--- src/rtl/cpu_v1_pkg.sv ---
// Shared constants and types for the v1 CPU issue path.
package cpu_v1_pkg;

    localparam logic [6:0]  OPC_OP     = 7'b0110011;
    localparam logic [6:0]  OPC_OPIMM  = 7'b0010011;
    localparam logic [31:0] ECALL_WORD = 32'h0000_0073;

    // Encodings match the ALU's opcode input so funct3 can be passed straight through.
    localparam logic [2:0] ALU_ADD = 3'b000;
    localparam logic [2:0] ALU_XOR = 3'b100;
    localparam logic [2:0] ALU_OR  = 3'b110;
    localparam logic [2:0] ALU_AND = 3'b111;

    typedef enum logic [2:0] {
        ST_FETCH,
        ST_DECODE,
        ST_EXEC,
        ST_WB,
        ST_HALT
    } state_t;

    function automatic logic is_alu_funct3(input logic [2:0] f3);
        return (f3 == ALU_ADD) || (f3 == ALU_XOR) || (f3 == ALU_OR) || (f3 == ALU_AND);
    endfunction

endpackage

--- src/rtl/regfile_2r1w.sv ---
// 32x32 register file: two asynchronous read ports, one synchronous write port, x0 tied to zero.
module regfile_2r1w (
    input  logic        clk,
    input  logic        rst,
    input  logic [4:0]  raddr1,
    input  logic [4:0]  raddr2,
    output logic [31:0] rdata1,
    output logic [31:0] rdata2,
    input  logic        we,
    input  logic [4:0]  waddr,
    input  logic [31:0] wdata
);

    logic [31:0] regs [32];

    always_ff @(posedge clk or posedge rst) begin
        if (rst) begin
            for (int i = 0; i < 32; i++) begin
                regs[i] <= '0;
            end
        end else if (we && (waddr != 5'd0)) begin
            regs[waddr] <= wdata;
        end
    end

    assign rdata1 = (raddr1 == 5'd0) ? 32'd0 : regs[raddr1];
    assign rdata2 = (raddr2 == 5'd0) ? 32'd0 : regs[raddr2];

endmodule

--- src/rtl/alu_issue_ctrl.sv ---
// Four-cycle fetch/decode/exec/writeback issuer for RV32I OP and OP-IMM ALU instructions.
// Define ALU_ISSUE_HALT_ON_ILLEGAL_EN to halt on illegal instructions instead of treating them as NOPs.
module alu_issue_ctrl
    import cpu_v1_pkg::*;
#(
    parameter int          IMEM_AW  = 8,
    parameter int unsigned RESET_PC = 0
) (
    input  logic               clk,
    input  logic               rst,
    output logic [IMEM_AW-1:0] imem_addr,
    input  logic [31:0]        imem_rdata,
    output logic [31:0]        alu_src1,
    output logic [31:0]        alu_src2,
    output logic [2:0]         alu_oper,
    input  logic [31:0]        alu_res,
    output logic               halted,
    output logic               dbg_wb_en,
    output logic [4:0]         dbg_wb_rd,
    output logic [31:0]        dbg_wb_data
);

    state_t             state;
    logic [IMEM_AW-1:0] pc;
    logic [31:0]        ir;
    logic [31:0]        wb_data;
    logic               wb_legal;

    logic [6:0]  opcode;
    logic [4:0]  rd;
    logic [2:0]  funct3;
    logic [4:0]  rs1;
    logic [4:0]  rs2;
    logic [6:0]  funct7;
    logic [31:0] imm_i;
    logic [31:0] rs1_data;
    logic [31:0] rs2_data;
    logic        is_op;
    logic        is_opimm;
    logic        is_legal;
    logic        is_ecall;
    logic        wr_en;

    assign opcode = ir[6:0];
    assign rd     = ir[11:7];
    assign funct3 = ir[14:12];
    assign rs1    = ir[19:15];
    assign rs2    = ir[24:20];
    assign funct7 = ir[31:25];
    assign imm_i  = {{20{ir[31]}}, ir[31:20]};

    assign is_op    = (opcode == OPC_OP) && (funct7 == 7'd0);
    assign is_opimm = (opcode == OPC_OPIMM);
    assign is_legal = (is_op || is_opimm) && is_alu_funct3(funct3);
    assign is_ecall = (ir == ECALL_WORD);

    regfile_2r1w u_regfile (
        .clk    (clk),
        .rst    (rst),
        .raddr1 (rs1),
        .raddr2 (rs2),
        .rdata1 (rs1_data),
        .rdata2 (rs2_data),
        .we     (wr_en),
        .waddr  (rd),
        .wdata  (wb_data)
    );

    // Operands track ir in every state; the ALU result only matters during EXEC.
    assign alu_src1 = rs1_data;
    assign alu_src2 = is_opimm ? imm_i : rs2_data;
    assign alu_oper = funct3;

    assign wr_en       = (state == ST_WB) && wb_legal && (rd != 5'd0);
    assign dbg_wb_en   = wr_en;
    assign dbg_wb_rd   = wr_en ? rd : 5'd0;
    assign dbg_wb_data = wr_en ? wb_data : 32'd0;
    assign halted      = (state == ST_HALT);
    assign imem_addr   = pc;

    always_ff @(posedge clk or posedge rst) begin
        if (rst) begin
            state    <= ST_FETCH;
            pc       <= IMEM_AW'(RESET_PC);
            ir       <= '0;
            wb_data  <= '0;
            wb_legal <= 1'b0;
        end else begin
            case (state)
                ST_FETCH: begin
                    state <= ST_DECODE;
                end
                ST_DECODE: begin
                    ir    <= imem_rdata;
                    state <= ST_EXEC;
                end
                ST_EXEC: begin
                    if (is_ecall) begin
                        state <= ST_HALT;
                    end else if (is_legal) begin
                        wb_data  <= alu_res;
                        wb_legal <= 1'b1;
                        state    <= ST_WB;
                    end else begin
`ifdef ALU_ISSUE_HALT_ON_ILLEGAL_EN
                        state <= ST_HALT;
`else
                        wb_legal <= 1'b0;
                        state    <= ST_WB;
`endif
                    end
                end
                ST_WB: begin
                    pc    <= pc + 1'b1;
                    state <= ST_FETCH;
                end
                ST_HALT: begin
                    state <= ST_HALT;
                end
                default: begin
                    state <= ST_FETCH;
                end
            endcase
        end
    end

endmodule

--- config.mk ---
export PLATFORM = sky130hd
export DESIGN_NAME = alu_issue_ctrl
export DESIGN_NICKNAME = d
export VERILOG_FILES = /design/src/rtl/cpu_v1_pkg.sv /design/src/rtl/regfile_2r1w.sv /design/src/rtl/alu_issue_ctrl.sv
export SDC_FILE = /design/constraint.sdc
export NUM_CORES = 2
export LEC_CHECK = 0
export ABC_CLOCK_PERIOD_IN_PS = 54900
export CORE_MARGIN = 2
export CORE_UTILIZATION = 55
export CTS_CLUSTER_DIAMETER = 50
export CTS_CLUSTER_SIZE = 40
export DETAILED_ROUTE_END_ITERATION = 12
export PLACE_DENSITY = 0.7
export SLEW_MARGIN = 0
export SYNTH_ARGS = -nofsm -noshare
export SYNTH_HDL_FRONTEND = slang
export SYNTH_HIERARCHICAL = 1
export SYNTH_SLANG_ARGS = --single-unit
--- constraint.sdc ---
create_clock -name clk -period 54.9 [get_ports clk]
set_input_delay 8.235 -clock clk [delete_from_list [all_inputs] [get_ports clk]]
set_output_delay 8.235 -clock clk [all_outputs]
set_load 0.02 [all_outputs]
**Word level (Yosys, flattened, before mapping)**

Cells that the tools add are included.

- Add/subtract/negate cells: 1
- Magnitude comparators: 4
- Equal/unequal tests: 10
- Muxes and demuxes: 17
- Bitwise gates (word level): 4
- Reductions and logical operators: 18

Operators by type and width:

| cell | number |
|---|---|
| bitwise mux 1024 bit | 1 |
| binary-select mux 32 bit (select 5 bit) | 2 |
| 2-to-1 mux 32 bit | 9 |
| demux 32 bit (select 5 bit) | 1 |
| == test 32 x 7 -> 1 bit, second input constant | 1 |
| greater-or-equal comparator 6 bit, second input constant | 3 |
| inverter 5 -> 6 bit | 3 |
| == test 3 bit, second input constant | 4 |
| one-hot mux 3 bit (4 select lines) | 1 |
| zero test 5 bit | 2 |
| adder 8 x 1 -> 8 bit, second input constant | 1 |
| == test 7 x 5 -> 1 bit, second input constant | 1 |
| == test 7 x 6 -> 1 bit, second input constant | 1 |
| zero test 7 bit | 1 |
| == test 3 x 2 -> 1 bit, second input constant | 2 |
| logical AND 1 bit | 6 |
| zero test 3 bit | 2 |
| less-than comparator 6 x 1 -> 1 bit, second input constant | 1 |
| 2-to-1 mux 5 bit | 1 |
| nonzero test 5 bit | 1 |
| logical OR 1 bit | 4 |
| == test 3 x 1 -> 1 bit, second input constant | 1 |
| 2-to-1 mux 3 bit | 1 |
| AND reduction 3 bit | 1 |
| other kinds (3) | 3 |

- Bits in registers: 1100
- Output and inout port bits: 114
- Logic and storage cells: 91

**Depth between registers and ports, before layout**

- Word-level depth: 6
- Depth in mapped cells: 11

**Modules after synthesis**

Netlist, hierarchy kept.

Modules (own cells, without submodules):

| module | times used | cells each | area an instance (µm²) | seq. area each (µm²) |
|---|---|---|---|---|
| regfile_2r1w | 1 | 3717 | 54486.0 | 25624.6 |
| alu_issue_ctrl | 1 | 280 | 3707.3 | 1901.8 |

**Worst setup path after synthesis**

Ideal clock, no wire load.

- Path type: register to output
- Start: register ir[21]
- End: output port alu_src2[3]
- Arrival: 2.280 ns
- Path slack: 44.385 ns
- Stages on the path, launching flop included: 9
- Buffers on the path: 3
- Path through: dfrtp_1 buf_4 buf_4 buf_2 mux4_2 mux2_2 o22ai_1 nor3_1 mux2_2

- Cells in the longest elaborated chain, start to end: 6
- Elaborated cells between the ends (all ways): 7
- Those cells by class: mux (5); bitwise (1); reduce/logical (1)

Ends and longest elaborated chain:

| element | line | RTL |
|---|---|---|
| start: declaration | alu_issue_ctrl.sv:25 | `logic [31:0] ir;` |
| start signal: assignment | alu_issue_ctrl.sv:94 | `ir <= imem_rdata;` |
| inverter 5 -> 6 bit (implied by the code) | regfile_2r1w.sv:27 | `assign rdata2 = (raddr2 == 5'd0) ? 32'd0 : regs[raddr2];` |
| binary-select mux 32 bit (select 5 bit) | regfile_2r1w.sv:27 |  |
| 2-to-1 mux 32 bit (implied by the code) (2 in series) | regfile_2r1w.sv:27 |  |
| 2-to-1 mux 32 bit (*) | regfile_2r1w.sv:27 |  |
| named net rs2_data[3] | alu_issue_ctrl.sv:37 | `logic [31:0] rs2_data;` |
| 2-to-1 mux 32 bit (*) | alu_issue_ctrl.sv:71 | `assign alu_src2 = is_opimm ? imm_i : rs2_data;` |
| end: declaration | alu_issue_ctrl.sv:14 | `output logic [31:0] alu_src2,` |

Mark *: on every way through the listed nets, which the timed path passes. The rest lies on a longest branch. The select of a mux whose other input is x is not followed.

**Final worst setup path**

- Start: register ir[22]
- End: output port alu_src2[10]

Same word-level chain as after synthesis.

==> results.cfg <==
[final_layout]
drive_above_1_share_pct = 46.91
multiInputGateArea_um2 = 28880
final_util_pct = 61.95
final_nets = 4024
regArea_um2 = 27560
nFillCells = 8091
final_cell_area_um2 = 65120
area_delta_synth_final_pct = 11.91

[setup_path]
worst_setup_path_start_kind = register
crit_cells = 10
slowest_stage = buf_4
critPathMaxFanout = 62
worst_r2r_path_depth = 7
rrSetupSlack_ns = 50.55
cp-end-kind = output port
rr_endpoint = u_regfile/regs[328]
worst_path_largest_cell_delay_ns = 0.76
cp_common_cell = buf_4
cp_top_family = buffers and inverters
crit_chain = buf_4 -> buf_4 -> buf_4 -> mux4_2 -> mux4_2 -> o22ai_1 -> nor3_1 -> buf_4 -> mux2_2 -> clkdlybuf4s50_1
critical_path_class = register to output port
critPathRequiredTime_ns = 46.67
worstPathArrival_ns = 5.94
reg2reg_from = state[1]
worst-path-buf-inv = 5

[synthesis]
synthArstFlopShare_pct = 100.0
synth_edf_count = 0
synthTopCellsByArea = dfrtp_1, mux2_2, mux4_2
ys_warn_count = 6
ys_ff_latch = 1100
avgSynthCellArea_um2 = 14.56
syn_inst = 3997
yosysUniqueCellTypes = 54
ys_seq_area_share_pct = 47.30
synth_ff_type = dfrtp_1
yosys.area.top_type_share_pct = 47.30
ys_top_cells_by_count = dfrtp_1, mux2_2, mux4_2
synth_area_um2 = 58190
syn_nets = 4064
yosys.area.top_type = dfrtp_1
yosysMostFrequentCell = dfrtp_1

[status]
status = finished, final reports clean

[detailed_routing]
vias_per_cell = 7.037
wl_per_cell_um = 34.42
vias = 38400
postRouteWirelength_um = 187900
drt_iter0_markers = 4029
ant_nets = 0
firstDrtPassIters = 7
drcViolationCount = 0

[sta]
worst_hold_slack_ns = 0.4005
setup_violations = 0
final_max_slew_viol_count = 0
fmax_ghz = 0.07054
rsz0062_at_grt = false
max_slew_margin_pct = 18.11
post-route-min-period_ns = 14.18
fin_crit_sh_pct = 25.82
worst_pin_slew_ns = 1.228
final.setup.tns_ns = 0
hold_viol = 0
clock_skew_ns = 0.02547

[clock_network]
cts_root_buf = clkbuf_16
htreeDepth = 3
post_cts_resized = 0
postCtsSetupBuffers = 0
cts_buffers = 120
clockBufferDepth = 3
cts_sinks = 1100
cts_tree = done
clk_pin_slew_ns = 0.07
hold_buffers = 0
clk_latency_ns = 0.72

[run]
maxCapViolCount = 0

[worst_hold_path]
worstHoldPathCells = 0
min_path_type = register to register
min-delay-start = u_regfile/regs[993]
whs_endpoint = u_regfile/regs[993]

[power]
p_leak_nw = 30.27
ir_worst_vdd_mv = 0.02508
powerDensity_nw_per_um2 = 28.03
finalPower_mw = 1.826

[placed_design]
place_area_um2 = 60840
dp_hpwl_um = 109600
portBuffers = 179
gp_congestion = 0.8615

[global_route]
use_met2_pct = 54.11
gr-total-overflow = 0
antenna_found_initial = 7
grt_use_met3_pct = 7.305
grt_start_max_net_pins = 171
grt_pass1_vias = 38850
grt_most_used_layer = met2
grt_use_total_pct = 34.91
grt_pass1_wl_um = 273800
use_met1_pct = 47.52

[floorplan]
pin_count = 180
fp.dieW_um = 329.3
dieArea_um2 = 108400
die_y_um = 329.3
start_util_pct = 55.36
core.rowCount = 119
core_area_um2 = 105100
==> kinds of logic (layout without fill, tap and decap cells) <==
logic type,after synthesis,after routing,share of synthesized area (%)
xor+xnor,7,7,0.1054
buf+inv,451,517,3.533
other cells,0,3,0
mux,1784,1784,41.53
flops,1100,1100,47.30
compound gates,371,371,4.750
simple gates,283,283,2.759
fa+ha+maj,1,1,0.02150
==> per-stage QoR <==
stage | setup WS (ns) | cells
after floorplan | 17.85 | 3997
after global placement | 41.55 | 5225
after detailed placement | 41.51 | 5226
after CTS | 40.73 | 5454
after global routing | 40.47 | 5454
final | 40.72 | 5457
==> cells in the final DEF (no fill, tap or decap), types with 40 or more instances in the layout <==
cell type        instances
and2_1                  53
clkbuf_16              123
dfrtp_1               1091
clkdlybuf4s50_1        179
a21oi_1                 48
o22ai_1                 40
mux2i_1                286
a22o_1                  48
mux2_2                1084
a211oi_1                47
buf_4                  101
a22oi_1                 79
mux4_2                 384
==> report_power, final <==
group	switching (mW)	internal, mW
Sequential	0.0194	0.814
Combinational	0.0816	0.0427
Clock	0.380	0.489
Total	0.480	1.35
==> worst max path at each step <==
stage,startpoint,end,slack (ns)
after global placement,ir[22],alu_src2[10],41.55
after global routing,ir[15],alu_src1[9],40.47
after CTS,ir[22],alu_src2[10],40.73
final,ir[22],alu_src2[10],40.72
after detailed placement,ir[22],alu_src2[10],41.51
after floorplan,rst,u_regfile/regs[0],17.85
==> cell type report <==
| cell class | count | area share [%] |
|---|---|---|
| Antenna cell | 3 | 0.01153 |
| Clock buffer | 129 | 4.807 |
| Clock inverter | 99 | 1.766 |
| Inverter | 4 | 0.03843 |
| Multi-Input combinational cell | 2446 | 44.34 |
| Sequential cell | 1100 | 42.31 |
| Tap cell | 1391 | 2.672 |
| Timing Repair Buffer | 285 | 4.054 |
==> per-layer routing <==
| metal | part of all wire, % | up-vias |
|---|---|---|
| li1 | - | 15290 |
| met1 | 39 | 20610 |
| met2 | 47 | 1967 |
| met3 | 8.7 | 529 |
| met4 | 5.5 | 8 |
| met5 | 0.024 | - |
==> flip-flops by register name (all words and copies together), names as in the netlist <==
| name | cells |
|---|---|
| imem_addr | 8 |
| ir | 32 |
| state | 3 |
| u_regfile/regs | 1024 |
| wb_data | 32 |
| wb_legal | 1 |
No activity file was read; power rests on OpenSTA's default activity.
